--- config.mk ---
export PLATFORM = sky130hd
export DESIGN_NAME = jump_target_gen_flat
export DESIGN_NICKNAME = d
export VERILOG_FILES = /design/src/rtl/jump_target_gen_if.sv /design/src/rtl/jump_target_gen.sv /design/src/flat_wrapper.sv
export SDC_FILE = /design/constraint.sdc
export NUM_CORES = 1
export LEC_CHECK = 0
export CAP_MARGIN = 25
export CORE_MARGIN = 2
export CORE_UTILIZATION = 55
export DETAILED_ROUTE_END_ITERATION = 6
export PLACE_DENSITY = 0.84
export SLEW_MARGIN = 20
export SYNTH_ARGS = -nofsm -noshare
export SYNTH_HDL_FRONTEND = slang
export SYNTH_SLANG_ARGS = --single-unit
export TNS_END_PERCENT = 30
--- constraint.sdc ---
create_clock -name clk -period 4.6 [get_ports clk]
set_input_delay 0.92 -clock clk [delete_from_list [all_inputs] [get_ports clk]]
set_output_delay 0.92 -clock clk [all_outputs]
set_load 0.005 [all_outputs]
--- src/rtl/jump_target_gen_if.sv ---
// jump_target_gen_if
//  Request/result bundle for the jump target generator.
//  master: control unit side (drives start/mode/imm/pc, observes results).
//  slave:  generator side.
//  Signals:
//   start  request strobe
//   mode   00 SEXT, 01 ZEXT, 10 REGION, 11 PCREL
//   imm    instruction immediate (IMM_W)
//   pc     current PC (ADDR_W)
//   busy   request in flight
//   done   one-cycle result strobe
//   target result (ADDR_W)
//   wrap   PCREL out-of-range flag
interface jump_target_gen_if #(
  parameter int ADDR_W = 32,
  parameter int IMM_W  = 26
);
  logic              start;
  logic [1:0]        mode;
  logic [IMM_W-1:0]  imm;
  logic [ADDR_W-1:0] pc;
  logic              busy;
  logic              done;
  logic [ADDR_W-1:0] target;
  logic              wrap;

  modport master (
    output start, mode, imm, pc,
    input  busy, done, target, wrap
  );

  modport slave (
    input  start, mode, imm, pc,
    output busy, done, target, wrap
  );
endinterface

--- src/rtl/jump_target_gen.sv ---
// jump_target_gen
//  Multicycle jump/branch target generator. A request is latched in IDLE,
//  the immediate is extended in EXTEND, the mode result is formed in
//  COMBINE and announced with a one-cycle done pulse in DONE.
//  Ports:
//   clk  rising-edge clock
//   rst  asynchronous active-high reset
//   bus  jump_target_gen_if.slave (start/mode/imm/pc in; busy/done/target/wrap out)
module jump_target_gen #(
  parameter int ADDR_W = 32,
  parameter int IMM_W  = 26,
  parameter int SHIFT  = 2
) (
  input  logic              clk,
  input  logic              rst,
  jump_target_gen_if.slave  bus
);

  localparam logic [1:0] S_IDLE    = 2'd0;
  localparam logic [1:0] S_EXTEND  = 2'd1;
  localparam logic [1:0] S_COMBINE = 2'd2;
  localparam logic [1:0] S_DONE    = 2'd3;

  localparam logic [1:0] M_SEXT   = 2'b00;
  localparam logic [1:0] M_ZEXT   = 2'b01;
  localparam logic [1:0] M_REGION = 2'b10;
  localparam logic [1:0] M_PCREL  = 2'b11;

  // Low bits owned by the shifted immediate in REGION mode; computed one bit
  // wider so IMM_W+SHIFT == ADDR_W yields an all-ones mask (no PC bits kept).
  localparam logic [ADDR_W:0] LO_MASK_W =
    ({{ADDR_W{1'b0}}, 1'b1} << (IMM_W + SHIFT)) - 1'b1;
  localparam logic [ADDR_W-1:0] HI_MASK = ~LO_MASK_W[ADDR_W-1:0];

  logic [1:0]        state;
  logic [1:0]        mode_q;
  logic [IMM_W-1:0]  imm_q;
  logic [ADDR_W-1:0] pc_q;
  logic [ADDR_W-1:0] ext;
  logic [ADDR_W-1:0] target_q;
  logic              wrap_q;

  // COMBINE-stage datapath
  logic              fill;
  logic [ADDR_W-1:0] off;
  logic [ADDR_W:0]   sum;
  logic              off_neg;
  logic [ADDR_W-1:0] region;
  logic [ADDR_W-1:0] res;
  logic              res_wrap;

  always_comb begin
    fill = ((mode_q == M_SEXT) || (mode_q == M_PCREL)) ? imm_q[IMM_W-1] : 1'b0;
  end

  always_comb begin
    off      = ext << SHIFT;
    sum      = {1'b0, pc_q} + {1'b0, off};
    // Offset sign comes from the immediate MSB; IMM_W+SHIFT <= ADDR_W keeps it
    // intact through the shift.
    off_neg  = imm_q[IMM_W-1];
    region   = (pc_q & HI_MASK) | (ADDR_W'(imm_q) << SHIFT);
    res      = ext;
    res_wrap = 1'b0;
    case (mode_q)
      M_SEXT,
      M_ZEXT:   res = ext;
      M_REGION: res = region;
      M_PCREL: begin
        res = sum[ADDR_W-1:0];
        // Unsigned PC plus signed offset leaves range when a positive offset
        // carries out, or a negative one fails to borrow back (no carry).
        res_wrap = off_neg ? ~sum[ADDR_W] : sum[ADDR_W];
      end
      default: res = ext;
    endcase
  end

  always_ff @(posedge clk or posedge rst) begin
    if (rst) begin
      state    <= S_IDLE;
      mode_q   <= '0;
      imm_q    <= '0;
      pc_q     <= '0;
      ext      <= '0;
      target_q <= '0;
      wrap_q   <= 1'b0;
    end else begin
      case (state)
        S_IDLE: begin
          if (bus.start) begin
            mode_q <= bus.mode;
            imm_q  <= bus.imm;
            pc_q   <= bus.pc;
            state  <= S_EXTEND;
          end
        end
        S_EXTEND: begin
          ext   <= {{(ADDR_W-IMM_W){fill}}, imm_q};
          state <= S_COMBINE;
        end
        S_COMBINE: begin
          target_q <= res;
          wrap_q   <= res_wrap;
          state    <= S_DONE;
        end
        S_DONE:   state <= S_IDLE;
        default:  state <= S_IDLE;
      endcase
    end
  end

  assign bus.busy   = (state == S_EXTEND) || (state == S_COMBINE);
  assign bus.done  = (state == S_DONE);
  assign bus.target = target_q;
  assign bus.wrap   = wrap_q;

endmodule

--- src/flat_wrapper.sv ---
// flat-port wrapper written by rule: the top's interface ports become plain ports
module jump_target_gen_flat 
#(
  parameter int ADDR_W = 32,
  parameter int IMM_W  = 26,
  parameter int SHIFT  = 2
)
  (clk, rst, bus_start, bus_mode, bus_imm, bus_pc, bus_busy, bus_done, bus_target, bus_wrap);
  jump_target_gen_if #(.ADDR_W(ADDR_W), .IMM_W(IMM_W)) bus_i ();
  input  logic clk;
  input  logic rst;
  input wire logic [$bits(bus_i.start)-1:0] bus_start;
  input wire logic [$bits(bus_i.mode)-1:0] bus_mode;
  input wire logic [$bits(bus_i.imm)-1:0] bus_imm;
  input wire logic [$bits(bus_i.pc)-1:0] bus_pc;
  output wire logic [$bits(bus_i.busy)-1:0] bus_busy;
  output wire logic [$bits(bus_i.done)-1:0] bus_done;
  output wire logic [$bits(bus_i.target)-1:0] bus_target;
  output wire logic [$bits(bus_i.wrap)-1:0] bus_wrap;
  assign bus_i.start = bus_start;
  assign bus_i.mode = bus_mode;
  assign bus_i.imm = bus_imm;
  assign bus_i.pc = bus_pc;
  assign bus_busy = bus_i.busy;
  assign bus_done = bus_i.done;
  assign bus_target = bus_i.target;
  assign bus_wrap = bus_i.wrap;
  jump_target_gen #(.ADDR_W(ADDR_W), .IMM_W(IMM_W), .SHIFT(SHIFT)) u_core (.clk(clk), .rst(rst), .bus(bus_i));
endmodule
==> impl_results.md, run 1 <==
* Run status: completed
* CP arrival at between 3 and 4 ns
* Clock sinks at 122
* Cell count after placement at between 800 and 900
* Flop pwr share at 26.5%
* Syn_nets at about 750
* Largest net degree at the start of global routing at 68
* Slew @ Worst Pin at around 0.88 ns
* WHS Path Cells at 1
* Rel. slew slack at around two fifths
* Vias in the first global route at approximately 5500
* Post-synth top area share at between 40% and 50%
* Period minus WS final at approximately 2.8 ns
* Final worst slack at 1.82 ns
* # diodes at 0
* Area Overhead vs Synth at 25.9%
* Antenna viol nets, final at 0
* Asr flop ratio synth at 100%
* Final slew viol count at 0
* Clock Tree Buf Depth at 2
* Worst reg2reg path depth at 11
* Final setup viols at 0
* Internal power at roughly 4.7 mW
* CP Launch Type: flip-flop
* Synth Instances at roughly 650
* H-tree depth at 4
* Worst r2r src: u_core.ext[0]
* Most common cell after layout, fill and taps aside: dfrtp_1
* Dpl hpwl at about 12 mm
* Unique masters post-synth at 59
* Hold WC Path Type: flip-flop to flip-flop
* Post-synth EDFFs at 0
* Setup slack, reg-to-reg at between 1.5 and 2 ns
* Nets at approximately 830
* Die H at ~110 um
* Routability Congestion at just over 0.9
* Ys flop type: dfrtp_1
* Initial antenna violation count at 0
* Initial drt markers at ~390
* Drt first pass iters at 5
* Largest area contributor in the netlist: dfrtp_1
* CTS Buf Count at 17
* Hold EP: u_core.pc_q[1]
* Layout cells sized above 1 at 18.0%
* Via density at roughly 6.1
* Row count at 40
* Setup Skew at between 0.009 and 0.01 ns
* Worst path cell trace: ha_1 > inv_1 > fa_1 > and2b_1 > o211ai_1 > a31oi_1 > nand3_1 > and3_1 > o31ai_2 > mux2i_1 > o21ai_1
* Die width at 115 um
* Initial Util at ~56%
* CTS Hold Bufs at 0
* Fmax at about 360 MHz
* Area of the mapped netlist at slightly below 7000 sq um
* Die ar. at 13200 sq um
* Ports at 98
* GRT Total Usage at between 20% and 30%
* Clock latency on the worst-skew pair at approximately 0.42 ns
* Non-filler instance count after layout at just under 900
* Register bit total from synthesis at 122
* Root buf cell: clkbuf_16
* Port buffer count at 97
* Max Cap Viol at 0
* Clock Power Share at between 10% and 20%
* Placement Setup Slack at between 1.5 and 2 ns
* CTS tree: done
* Gr ovfl total at 0
* Peak supply drop at roughly 0.45 mV
* Worst r2r dst: u_core.bus.wrap
* Total Wirelength at about 17 mm
* Worst Path Required at 4.87 ns
* # DRC at 0
* Vias at around 5400
* Period utilisation layout at 60.5%
* Post-CTS setup repair buffer count at 0
* Ys Warns at 0
* Commonest non-fill, non-tap cells in the layout: dfrtp_1 (122), clkdlybuf4s50_1 (97), mux2_2 (86), nand2_1 (48), nor2_1 (40)
* Critical path's largest stage delay at ~0.4 ns
* Psw at around 3.2 mW
* Hold path startpoint: u_core.pc_q[1]
* Unrepaired setup endpoints after global routing: no
* Cts repair resizes at 0
* Final hold vios at 0
* Synth area leaders: dfrtp_1 (45%), mux2_2 (14%), ha_1 (6.9%)
* Start point of the critical path: u_core.ext[0]
* Logic pwr share at 54.8%
* Leak at between 3 and 4 nW
* Sw frac at between 40% and 50%
* PwrDens at approximately 930 nW/um^2
* CP Capture Type: flip-flop
* Avg WL per Cell at 19.5 um
* Reg clk slew, reported paths at about 0.050 ns
* Critical Path Fanout Max at 7
* Sequential area share after synthesis at a little under half
* TNS Setup at 0 ns
* Global-route wire length before repair at between 20 and 30 mm
* Core area at between 10000 and 15000 sq um
* CP Class: flip-flop to flip-flop
* Avg Inst Size Synth at around 10 sq um
* CP max stage cell: fa_1
[cell type report]
type                    count  area [sq um]
clock buffers              25           495
inverters                  16          62.6
fillers                   846          3520
multi-input cells         471          3500
flip-flops and latches    122          3050
well taps                 147           184
repair buffers            104          1040
clock inverters             7           160
[cells in the mapped netlist (2+ instances only)]
cell      instances
a21oi_2           2
buf_2             2
nor4_1            2
dfrtp_1         122
inv_1            16
nor2b_1           9
a211oi_1          4
nand2_1          49
and4_1            2
o22ai_1           2
a22o_1            3
nor2_1           40
o21bai_1          4
o21ai_1          10
a21o_1           14
nor3b_1           2
buf_1            10
nand3_1          18
xnor2_1          15
or3_1             2
nand4_1           6
a22oi_1          21
and3_1            5
clkbuf_1         24
mux2_2           86
a311oi_1          2
ha_1             37
nor3_1            9
a21oi_1          38
and2_1            4
a41oi_1           3
nand3b_1          2
o21ai_0          29
xor2_1            7
a31oi_1          17
o21a_1            4
[state kept, by name (all words and copies together), names as in the netlist]
name and flops:
u_core.mode_q 2, u_core.imm_q 26, u_core.bus.target 32, u_core.ext 27, u_core.state 2, u_core.pc_q 32
u_core.bus.wrap 1
[worst max-delay path by stage]
| stage | endpoint |
|---|---|
| after floorplan | u_core.bus.target[0] |
| after global placement | u_core.imm_q[14] |
| after detailed placement | u_core.imm_q[13] |
| after CTS | u_core.bus.wrap |
| after global routing | u_core.bus.wrap |
| final | u_core.bus.wrap |
[cell families after synthesis]
family	Yosys count	synth area share [%]
flip-flops	122	45.3
adder cells (fa/ha/maj)	38	7.16
AO/OA/AOI/OAI	169	16.5
multiplexers	87	14.5
XOR/XNOR	22	2.86
AND/OR/NAND/NOR	155	10.8
buffers and inverters	52	2.93
[stage by stage]
stage               hold WS (ns)  total power, mW  area, sq um  utilization, %
detailed placement         0.494             6.31         7840            65.2
global placement           0.493             6.17         7840            65.2
CTS                        0.515             7.89         8490            70.7
finish                     0.514             7.92         8490            70.7
floorplan                  0.466             5.04         6750               -
global route               0.526             8.48         8490            70.7
[power by group through the flow]
stage               Combinational, mW  Clock, mW  Sequential, mW
global route                     4.78       1.55            2.15
global placement                 4.11          0            2.06
CTS                              4.31       1.50            2.08
finish                           4.34       1.49            2.10
floorplan                        3.10          0            1.94
detailed placement               4.23          0            2.08
[critical path, delay by kind of cell (launching register included)]
kind	cells	cell delay (ns)
multiplexers	1	0.22
buffers and inverters	1	0.06
adder cells (fa/ha/maj)	2	0.59
AO/OA/AOI/OAI	4	0.78
flip-flops	1	0.38
AND/OR/NAND/NOR	3	0.63
[routing by layer]
layer | track usage (%) | wire length [um] | vias to the layer above
met1 | 35.9 | 7460 | 2703
li1 | - | - | 2532
met3 | 6.17 | 876 | 29
met5 | 0 | 0 | -
met2 | 46.7 | 8630 | 177
met4 | 11.0 | 404 | 0
Power figures use the tool's default switching activity.
==> inputs of run 2 (changes only) <==
CORE_UTILIZATION = 50   (was 55)
PLACE_DENSITY = 0.8   (was 0.84)
clock period = 2.2 ns   (was 4.6 ns; I/O delays follow)
==> impl_results.md, run 2 (synthesized netlist as in run 1, its figures left out) <==
* Hold WC Path Type: input pin to asynchronous set/reset pin (was flip-flop to flip-flop)
* Most common cell after layout, fill and taps aside: dfrtp_1 (unchanged)
* Antenna viol nets, final at 0 (unchanged)
* Core area at 13200 sq um (was 12000 sq um)
* Final worst slack at -0.259 ns (was 1.82 ns)
* Placement Setup Slack at -0.447 ns (was 1.61 ns)
* GRT Total Usage at 27.5% (was 28.0%)
* Routability Congestion at 0.912 (about the same)
* Reg clk slew, reported paths at 0.06 ns (was 0.05 ns)
* Vias in the first global route at 6088 (was 5527)
* Ports at 98 (unchanged)
* Clock Tree Buf Depth at 2 (unchanged)
* Initial antenna violation count at 0 (unchanged)
* Port buffer count at 97 (unchanged)
* Run status: finished, violations left (was completed)
* Via density at 5.77 (was 6.10)
* CTS Hold Bufs at 0 (unchanged)
* Non-filler instance count after layout at 1007 (was 892)
* Nets at 919 (was 833)
* Area Overhead vs Synth at 40.2% (was 25.9%)
* Gr ovfl total at 0 (unchanged)
* Root buf cell: clkbuf_16 (unchanged)
* Core Util, Final at 71.7% (was 70.7%)
* Die ar. at 14400 sq um (was 13200 sq um)
* Final setup viols at 22 (was 0)
* Clock latency on the worst-skew pair at 0.43 ns (was 0.42 ns)
* CP max stage cell: dfrtp_1 (was fa_1)
* CTS tree: done (unchanged)
* CP arrival at 2.77 ns (was 3.06 ns)
* Commonest non-fill, non-tap cells in the layout: dfrtp_1 (122), clkdlybuf4s50_1 (96), buf_4 (88), mux2_2 (86), nand2_1 (48) (was dfrtp_1 (122), clkdlybuf4s50_1 (97), mux2_2 (86), nand2_1 (48), nor2_1 (40))
* Avg WL per Cell at 19.0 um (was 19.5 um)
* Setup Skew at 0.00845 ns (was 0.00922 ns)
* Rel. slew slack at 70.8% (was 41.0%)
* Peak supply drop at 0.979 mV (was 0.446 mV)
* Worst Path Required at 2.51 ns (was 4.87 ns)
* Final slew viol count at 0 (unchanged)
* CTS Buf Count at 17 (unchanged)
* Critical path's largest stage delay at 0.35 ns (was 0.40 ns)
* Global-route wire length before repair at 30.8 mm (was 28.4 mm)
* Row count at 42 (was 40)
* Initial Util at 51.1% (was 56.2%)
* Failing checks: negative setup slack
* Clock sinks at 122 (unchanged)
* Vias at 5812 (was 5441)
* Initial drt markers at 401 (was 391)
* Final hold vios at 0 (unchanged)
* # diodes at 0 (unchanged)
* Die width at 120 um (was 115 um)
* Dpl hpwl at 13.1 mm (was 11.9 mm)
* Period utilisation layout at 112% (was 60.5%)
* # DRC at 0 (unchanged)
* CP Launch Type: flip-flop (unchanged)
* Hold slack at 0.463 ns (was 0.514 ns)
* Fmax at 407 MHz (was 359 MHz)
* Critical Path Fanout Max at 2 (was 7)
* Die H at 120 um (was 115 um)
* Largest net degree at the start of global routing at 74 (was 68)
* Worst path cell trace: ha_2 > inv_2 > fa_2 > and2b_1 > o211ai_1 > a21o_1 > a311oi_2 > buf_4 > nand3_2 > a31oi_2 > xnor2_1 > o21ai_1 (was ha_1 > inv_1 > fa_1 > and2b_1 > o211ai_1 > a31oi_1 > nand3_1 > and3_1 > o31ai_2 > mux2i_1 > o21ai_1)
* Cell count after placement at 966 (was 860)
* Unrepaired setup endpoints after global routing: yes (was no)
* Total Wirelength at 19.1 mm (was 17.4 mm)
* Period minus WS final at 2.46 ns (was 2.78 ns)
* CP Class: flip-flop to flip-flop (unchanged)
* Max Cap Viol at 0 (unchanged)
* Layout cells sized above 1 at 31.3% (was 18.0%)
* Slew @ Worst Pin at 0.438 ns (was 0.881 ns)
* Leak at 4.09 nW (was 3.63 nW)
* Drt first pass iters at 5 (unchanged)
* PwrDens at 2020 nW/um^2 (was 933 nW/um^2)
* Design Power at 19.1 mW (was 7.92 mW)
* CP Capture Type: flip-flop (unchanged)
* H-tree depth at 4 (unchanged)
[run 2: cell types whose count changed in the layout (fill, tap and decap cells not counted), sizes merged]
cell           before  now
buf                 7   93
bufinv              5    3
clkbuf             25   21
clkdlybuf4s50      97   96
clkinv              2    5
clkinvlp            0    4
dlymetal6s2s        0    1
inv                16   15
[run 2: path summary, 6_finish.rpt]
path                                       startpoint               endpoint  slack, ns  depth (start not counted)
worst min register to register  u_core.bus.target[25]  u_core.bus.target[25]       0.52                          2
worst max register to register          u_core.ext[0]  u_core.bus.target[30]      -0.26                         12
max in group asynchronous                         rst         u_core.ext[12]       1.36                          3
worst max-delay path                    u_core.ext[0]  u_core.bus.target[30]      -0.26                         12
worst min-delay path                              rst        u_core.pc_q[29]       0.46                          3
min in group clk                u_core.bus.target[25]  u_core.bus.target[25]       0.52                          2
[run 2: where the power goes]
part | total, mW | switching [mW] | internal (mW)
logic | 11.9 | 5.84 | 6.03
registers | 4.41 | 0.965 | 3.44
clock network | 2.86 | 1.03 | 1.84
total | 19.1 | 7.84 | 11.3
[run 2: per-layer routing]
metal	share of wire, %	routed length (um)	GRT usage (%)
met1	42	7950	33.9
met5	0	0	0
met2	51	9820	47.2
met4	2.4	460	10.9
met3	4.7	894	5.37
[run 2: area by class of cell]
cell class,instances,area (sq um)
inverter,16,63.8
sequential,122,3050
timing repair buffer,190,1720
clock buffer,21,460
multi-input combinational,471,3800
fill,948,3730
tap,176,220
clock inverter,11,145
[run 2: repair_timing]
action	4_1_cts	5_1_grt
resized for setup	34	24
pin swaps	24	17
endpoints found under the setup margin	23	25
setup buffers	4	5
[run 2: metrics by stage]
stage | instance area (sq um) | TNS (ns)
3_3_place_gp | 8480 | -3.91
2_1_floorplan | 6750 | -1.22
5_1_grt | 9460 | -5.87
6_report | 9460 | -3.27
3_5_place_dp | 8480 | -5.02
4_1_cts | 9270 | -2.79
[run 2: critical path, delay by kind of cell (launching register included)]
family,cells,cell delay [ns]
xor gates and xnor gates,1,0.14
buffers and inverters,2,0.23
DFF,1,0.35
and+or+nand+nor,2,0.28
adders and majority gates,2,0.52
AOI/OAI and AO/OA,5,0.82
==> patch, RTL diff (config.mk and constraints of run 1) <==
`ADDR_W` is set to 32 in 3 places; all go to 64.
--- a/src/rtl/jump_target_gen_if.sv
+++ b/src/rtl/jump_target_gen_if.sv
@@ -13,5 +13,5 @@
 //   wrap   PCREL out-of-range flag
 interface jump_target_gen_if #(
-  parameter int ADDR_W = 32,
+  parameter int ADDR_W = 64,
   parameter int IMM_W  = 26
 );
--- a/src/rtl/jump_target_gen.sv
+++ b/src/rtl/jump_target_gen.sv
@@ -8,5 +8,5 @@
 //   bus  jump_target_gen_if.slave (start/mode/imm/pc in; busy/done/target/wrap out)
 module jump_target_gen #(
-  parameter int ADDR_W = 32,
+  parameter int ADDR_W = 64,
   parameter int IMM_W  = 26,
   parameter int SHIFT  = 2
--- a/src/flat_wrapper.sv
+++ b/src/flat_wrapper.sv
@@ -2,5 +2,5 @@
 module jump_target_gen_flat 
 #(
-  parameter int ADDR_W = 32,
+  parameter int ADDR_W = 64,
   parameter int IMM_W  = 26,
   parameter int SHIFT  = 2
Interface: changed (resized bus_pc and bus_target); port bits go from 98 to 162. No check against the original RTL was run, so the function may have changed too.
==> patch against run 1 <==
- total power rose by 53%
- setup slack got worse by 880 ps
- clock skew up 2.6 ps
- area after synthesis increased by 69%
- first-iteration DRC count rose by 69%
- combinational power rose by 71%
- utilization shrank 2.7 points
- design area grew 62%
- sequential cell count grew 64
- via count up 80%
- clock power is essentially flat
- wire length increased by 78%
- global-route usage is 0.66 points higher
- largest cell class unchanged
- largest power group unchanged
==> patch: results (changes against run 1) <==
global_routing:
  grtUsageMet1_pct: 37.2  # +1.3 points
  grt_pass1_wl_mm: 50.0  # +76%
  use_met2_pct: 48.4  # +1.7 points
  grt_max_degree: 70  # +2.9%
yosys:
  synth_xor_area_share_pct: 3.85  # +1.0 points
  synth.distinct_cells: 74  # +25%
  synth_common_cells: "dfrtp_1 (186), nor2_1 (124), mux2_2 (119)"
  synth_nets: 1322  # +77%
  ys_top_cells_by_area: "dfrtp_1 (41%), mux2_2 (12%), ha_1 (7.6%), a21oi_1 (4.7%), nor2_1 (4.1%)"
cts:
  cts_sinks: 186  # +52%
  clk_pin_slew_worst_paths_ps: 80  # +30 ps
  insertion_delay_ps: 450  # +30 ps
routing:
  m1WireLength_mm: 13.0  # +75%
  wl_mm: 31.0  # +78%
  via_per_inst: 6.24  # +2.3%
  wl_met2_mm: 15.3  # +77%
final_layout:
  drive_gt1_share_pct: 14.8  # -3.2 points
  buf_share_pct: 12.6  # +0.36 points
  multi_input_comb_cells: 878  # +86%
  layout.nets: 1450  # +74%
  clock_area_share_pct: 4.31  # -3.4 points
  insertedDiodeCount: 1  # +1
worst_setup_path:
  regToRegSetupSlack_ps: 940  # -880 ps
place:
  dp_hpwl_mm: 22.1  # +86%
  io_buffer_count: 161  # +66%
power:
  leakage_uw: 0.00580  # +60%
  power.internal_uw: 6610  # +41%
  power_density_nw_per_um2: 881  # -5.6%
  peakVddDrop_mv: 0.450  # +0.93%
sta:
  layout_setup_ws_ps: 936  # -880 ps
  slew_headroom_pct: 34.5  # -6.5 points
run_status:
  outcome: "complete, no violations"
worst_hold_path:
  hp-start: "u_core.bus.target[30]$_DFFE_PP0P_"
[patch: changes by cell type in the layout (fill, tap and decap cells not counted), moves of 17 or more]
cell,before,now
a21oi_1,38,107
dfrtp_1,122,186
mux2_2,86,119
o22ai_1,2,20
nor2_1,40,123
clkdlybuf4s50_1,97,161
ha_1,36,67
nand2_1,48,76
xnor2_1,15,32
[patch: worst max-delay path, stage by stage (launching register included)]
cell and delay (ps):
dfrtp_1 880, ha_1 460, a21o_1 200, a21o_1 170, a21o_1 210, a2111oi_4 350, o22ai_2 150, a211oi_4 350
o41ai_2 180, a311oi_2 280, xor2_1 180, o22ai_1 100
[patch: power by group through the flow]
stage | Clock, µW | Combinational [µW] | Sequential [µW]
floorplan | 0 | 5330 | 3010
global placement | 0 | 7140 | 3200
detailed placement | 0 | 7280 | 3230
CTS | 1510 | 7350 | 3210
global route | 1580 | 8120 | 3310
finish | 1490 | 7410 | 3220
